[src/rtl/dmem_arbiter.sv]
// -----------------------------------------------------------------------------
// dmem_arbiter
//
// Purpose:
//   Arbitrates a single-port data memory between the CPU M-stage and an
//   external (loader/debug) requester. At most one access issues per cycle.
//   The issue path is combinational from the requests and registered state.
//   Read data returns one cycle after issue and is steered to the port that
//   issued the read.
//
// Configuration:
//   ARB_RR_EN  - when defined, conflicts are resolved round-robin, with a
//                starvation guard that forces a CPU win. When undefined, the
//                CPU always wins conflicts.
//
// Ports:
//   CLK, RSTN                           clock, synchronous active-low reset
//   CPU_REQ/DRW/ADDR/WDATA              CPU access request (DRW: 1 = write)
//   CPU_STALL                           CPU request not served this cycle
//   CPU_RVALID/RDATA                    CPU read return (RDATA holds)
//   EXT_REQ/DRW/ADDR/WDATA              external access request
//   EXT_GNT                             external access issued this cycle
//   EXT_RVALID/RDATA                    external read return (RDATA holds)
//   MEM_CSN/WEN (active-low)            memory select / write enable
//   MEM_ADDR/WDATA, MEM_RDATA           memory bus; RDATA valid 1 cycle after
//                                       a read issue
// -----------------------------------------------------------------------------
module dmem_arbiter #(
    parameter int unsigned AW         = 12,
    parameter int unsigned STARVE_MAX = 3
) (
    input  logic          CLK,
    input  logic          RSTN,
    input  logic          CPU_REQ,
    input  logic          CPU_DRW,
    input  logic [AW-1:0] CPU_ADDR,
    input  logic [31:0]   CPU_WDATA,
    output logic          CPU_STALL,
    output logic          CPU_RVALID,
    output logic [31:0]   CPU_RDATA,
    input  logic          EXT_REQ,
    input  logic          EXT_DRW,
    input  logic [AW-1:0] EXT_ADDR,
    input  logic [31:0]   EXT_WDATA,
    output logic          EXT_GNT,
    output logic          EXT_RVALID,
    output logic [31:0]   EXT_RDATA,
    output logic          MEM_CSN,
    output logic          MEM_WEN,
    output logic [AW-1:0] MEM_ADDR,
    output logic [31:0]   MEM_WDATA,
    input  logic [31:0]   MEM_RDATA
);

    localparam int unsigned CntW = (STARVE_MAX < 1) ? 1 : $clog2(STARVE_MAX + 1);

    typedef enum logic [1:0] {
        S_IDLE,
        S_CPU,
        S_EXT
    } owner_e;

    owner_e            state_q, state_d;
    logic [CntW-1:0]   starve_cnt_q, starve_cnt_d;
    logic              rd_pend_q, rd_pend_d;
    logic [31:0]       cpu_rdata_q, cpu_rdata_d;
    logic [31:0]       ext_rdata_q, ext_rdata_d;

    logic              cpu_pref;
    logic              starve_hit;
    logic              cpu_win;
    logic              ext_win;
    logic              cpu_rvalid;
    logic              ext_rvalid;

`ifdef ARB_RR_EN
    // 1 = EXT won the most recent conflict, so the CPU is preferred next.
    logic              last_ext_q, last_ext_d;
`endif

    // -------------------------------------------------------------------------
    // Arbitration and issue
    // -------------------------------------------------------------------------
    always_comb begin
`ifdef ARB_RR_EN
        cpu_pref = last_ext_q;
`else
        cpu_pref = 1'b1;
`endif
        starve_hit = (starve_cnt_q == CntW'(STARVE_MAX));

        // Reset gates the issue path so nothing reaches the memory.
        cpu_win = RSTN & CPU_REQ & (~EXT_REQ | cpu_pref | starve_hit);
        ext_win = RSTN & EXT_REQ & ~cpu_win;

        CPU_STALL = RSTN & CPU_REQ & ~cpu_win;
        EXT_GNT   = ext_win;

        MEM_CSN   = ~(cpu_win | ext_win);
        MEM_WEN   = ~((cpu_win & CPU_DRW) | (ext_win & EXT_DRW));
        MEM_ADDR  = '0;
        MEM_WDATA = '0;
        if (cpu_win) begin
            MEM_ADDR  = CPU_ADDR;
            MEM_WDATA = CPU_WDATA;
        end else if (ext_win) begin
            MEM_ADDR  = EXT_ADDR;
            MEM_WDATA = EXT_WDATA;
        end
    end

    // -------------------------------------------------------------------------
    // Next-state logic
    // -------------------------------------------------------------------------
    always_comb begin
        state_d = S_IDLE;
        if (cpu_win) begin
            state_d = S_CPU;
        end else if (ext_win) begin
            state_d = S_EXT;
        end

        starve_cnt_d = starve_cnt_q;
        if (!CPU_REQ || cpu_win) begin
            starve_cnt_d = '0;
        end else if (!starve_hit) begin
            starve_cnt_d = starve_cnt_q + CntW'(1);
        end

        rd_pend_d = (cpu_win & ~CPU_DRW) | (ext_win & ~EXT_DRW);

`ifdef ARB_RR_EN
        last_ext_d = last_ext_q;
        if (RSTN && CPU_REQ && EXT_REQ) begin
            last_ext_d = ext_win;
        end
`endif
    end

    // -------------------------------------------------------------------------
    // Read return: the owner of last cycle's read gets this cycle's MEM_RDATA.
    // Data is bypassed on the return cycle and held in a register afterwards.
    // -------------------------------------------------------------------------
    always_comb begin
        cpu_rvalid = RSTN & rd_pend_q & (state_q == S_CPU);
        ext_rvalid = RSTN & rd_pend_q & (state_q == S_EXT);

        cpu_rdata_d = cpu_rvalid ? MEM_RDATA : cpu_rdata_q;
        ext_rdata_d = ext_rvalid ? MEM_RDATA : ext_rdata_q;

        CPU_RVALID = cpu_rvalid;
        EXT_RVALID = ext_rvalid;
        CPU_RDATA  = cpu_rdata_d;
        EXT_RDATA  = ext_rdata_d;
    end

    // -------------------------------------------------------------------------
    // State registers (synchronous active-low reset)
    // -------------------------------------------------------------------------
    always_ff @(posedge CLK) begin
        if (!RSTN) begin
            state_q      <= S_IDLE;
            starve_cnt_q <= '0;
            rd_pend_q    <= 1'b0;
            cpu_rdata_q  <= '0;
            ext_rdata_q  <= '0;
        end else begin
            state_q      <= state_d;
            starve_cnt_q <= starve_cnt_d;
            rd_pend_q    <= rd_pend_d;
            cpu_rdata_q  <= cpu_rdata_d;
            ext_rdata_q  <= ext_rdata_d;
        end
    end

`ifdef ARB_RR_EN
    always_ff @(posedge CLK) begin
        if (!RSTN) begin
            last_ext_q <= 1'b1;
        end else begin
            last_ext_q <= last_ext_d;
        end
    end
`endif

endmodule
[config.mk]
export PLATFORM = sky130hd
export DESIGN_NAME = dmem_arbiter
export DESIGN_NICKNAME = d
export VERILOG_FILES = /design/src/rtl/dmem_arbiter.sv
export SDC_FILE = /design/constraint.sdc
export NUM_CORES = 1
export LEC_CHECK = 0
export CORE_MARGIN = 5
export CORE_UTILIZATION = 41
export DETAILED_ROUTE_END_ITERATION = 7
export MAX_ROUTING_LAYER = met4
export PLACE_DENSITY = 0.92
export SETUP_SLACK_MARGIN = 0.3
export SLEW_MARGIN = 5
export SYNTH_ARGS = -nofsm -noshare
export SYNTH_HDL_FRONTEND = slang
export SYNTH_SLANG_ARGS = --single-unit
[constraint.sdc]
create_clock -name CLK -period 2.6 [get_ports CLK]
set_input_delay 0.26 -clock CLK [delete_from_list [all_inputs] [get_ports CLK]]
set_output_delay 0.26 -clock CLK [all_outputs]
set_load 0.03 [all_outputs]
==> results.toml <==
[run]
max-cap-violations = 0

[layout]
seq_area_sq_um = 1340
instances_no_fill = 852
multi_input_area_sq_um = 2450
fill_cells = 797
syn_to_final_growth_pct = 63.6
final_util = 0.687
final_area_sq_um = 6680
final_nets = 840
final_layout_size_suffix_gt1_frac = 0.127
antenna_cells = 0

[place]
post-dp-hpwl_um = 11700
dp.cells = 836
gp_congestion = 0.872
place_ws_ns = 0.521
numPortBuffers = 238
place_area_sq_um = 6430

[critical_path]
start_kind = "register"
r2r_start = "rd_pend_q"
cp-end-kind = "output pin"
path_class = "register to output pin"
startpoint = "state_q[1]"
crit_required_ns = 2.34
worstPathArrival_ns = 1.89
critPathMaxFanout = 22

[timing]
slew_headroom = 0.610
setup_viol = 0
max_freq_mhz = 465
post-route-period-util = 0.827
drv_slew = 0
tightest_slew_ns = 0.585
period_minus_slack_ns = 2.15
whs_ns = 0.359
tns_ns = 0
fin_skew_ns = 0.00347
rsz0062_at_grt = "false"
setup_ws_ns = 0.451
hold_viol_final = 0

[drt]
drc = 0
drt_iter0_markers = 283
drt_pass1_iterations = 4
post_drt_wl_per_cell_um = 18.3
antenna_left = 0
viasPerCell = 5.42
via_count = 4619
wirelength_um = 15600

[floorplanning]
die_area_sq_um = 12100
ioPinCount = 240
rows = 36
coreArea_sq_um = 9730
initial_utilization = 0.420
fp.dieH_um = 110
die-width_um = 110

[power]
p_total_mw = 2.81
power_density_nw_per_um2 = 420
leakage_nw = 2.94
peakVddDrop_v = 0.000371

[global_routing]
grtUsageTotal = 0.258
grt-ovfl-total = 0
antenna_found_initial = 0
grt_max_degree = 71
grt_pass1_wl_um = 23900
grt_pass1_vias = 4712

[synthesis]
syn_area_sq_um = 4090
synth_top_area_share = 0.328
synth_top_area_cell = "dfxtp_1"
synth.avg_cell_area_sq_um = 8.15
synthTopCellsByArea = "dfxtp_1 33%, o2bb2ai_1 27%, nand2_1 13%"
ys_seq_area_frac = 0.328
yosysWarnings = 0
synth_cells = 501
ys_ff_latch = 67
ys_types = 19
synth_nets = 627

[min_path]
worstHoldPathType = "input pin to register"
hp-start = "CPU_REQ"

[run_status]
status = "completed"

[cts]
clockRootBuffer = "clkbuf_8"
clk-insertion-delay-late_ns = 0.32
cts.clk_slew.worst_paths_ns = 0.07
cts_tree = "built"
cts_sinks = 67
cts_buffers = 9
ctsHtreeMaxLevel = 3
cts.path.max_buffers = 2
worst paths after layout:
| check | to | slack, ns | cells past startpoint |
|---|---|---|---|
| min reg2reg | ext_rdata_q[7] | 0.47 | 2 |
| max reg2reg | cpu_rdata_q[29] | 0.85 | 5 |
| max | CPU_RDATA[0] | 0.45 | 4 |
| min | state_q[1] | 0.36 | 2 |
final cells by class:
cell class / instances / share of cell area
timing repair buffer: 260 / 0.369
inverter: 2 / 0.00112
multi-input combinational: 374 / 0.366
clock buffer: 11 / 0.0197
clock inverter: 5 / 0.0187
tap: 133 / 0.0249
sequential: 67 / 0.201
worst max-delay path: stages, from the launching register on:
cell and delay (ns):
dfxtp_1 0.44, nand4b_2 0.19, buf_4 0.30, o2bb2ai_1 0.18, dlygate4sd2_1 0.45
synthesized netlist by cell type, drive strengths merged:
master / instances
and2: 2
inv: 2
nor2: 2
nand2: 141
a21boi: 44
conb: 1
nor3b: 1
clkbuf: 15
dfxtp: 67
o21a: 1
nand4b: 2
o2bb2ai: 128
and3b: 3
o21ai: 2
nand3b: 46
nor2b: 1
buf: 43
layer usage:
metal,up-vias,global-route usage,wire length (um)
li1,2245,-,-
met1,2151,0.295,6370
met2,193,0.437,7790
met3,30,0.0699,1100
met4,0,0.0846,309
met5,-,-,0
cell families after synthesis:
family                 after synthesis  share of synthesized area
buffers and inverters               60                     0.0750
flip-flops                          67                      0.328
AND/OR/NAND/NOR                    198                      0.236
other                                1                   0.000918
AO/OA/AOI/OAI                      175                      0.360
power breakdown:
group	total (mW)	leakage, nW	switching [mW]	internal [mW]
Combinational	0.647	2.27	0.325	0.322
Sequential	1.05	0.541	0.0109	1.04
Clock	1.11	0.128	0.375	0.734
Total	2.81	2.94	0.710	2.10
cells in the final DEF, fill, tap and decap left out, drive strengths merged, types with 3 or more instances in the layout:
master / n
dlymetal6s2s: 17
a21boi: 44
nand2: 141
bufinv: 4
clkbuf: 11
buf: 73
and3b: 3
clkdlybuf4s50: 124
nand3b: 46
dlygate4sd2: 46
o2bb2ai: 128
dfxtp: 67
state kept, by name (all words and copies together) (netlist names):
| signal | flops |
|---|---|
| rd_pend_q | 1 |
| state_q | 2 |
| ext_rdata_q | 32 |
| cpu_rdata_q | 32 |
what timing repair did:
action | 4_1_cts | 5_1_grt
hold buffers | 0 | 0
gates resized for setup | 47 | 17
buffers inserted | 0 | 0
setup endpoints to repair | 47 | 17
gates cloned | 0 | 0
No activity file was read; power rests on OpenSTA's default activity.
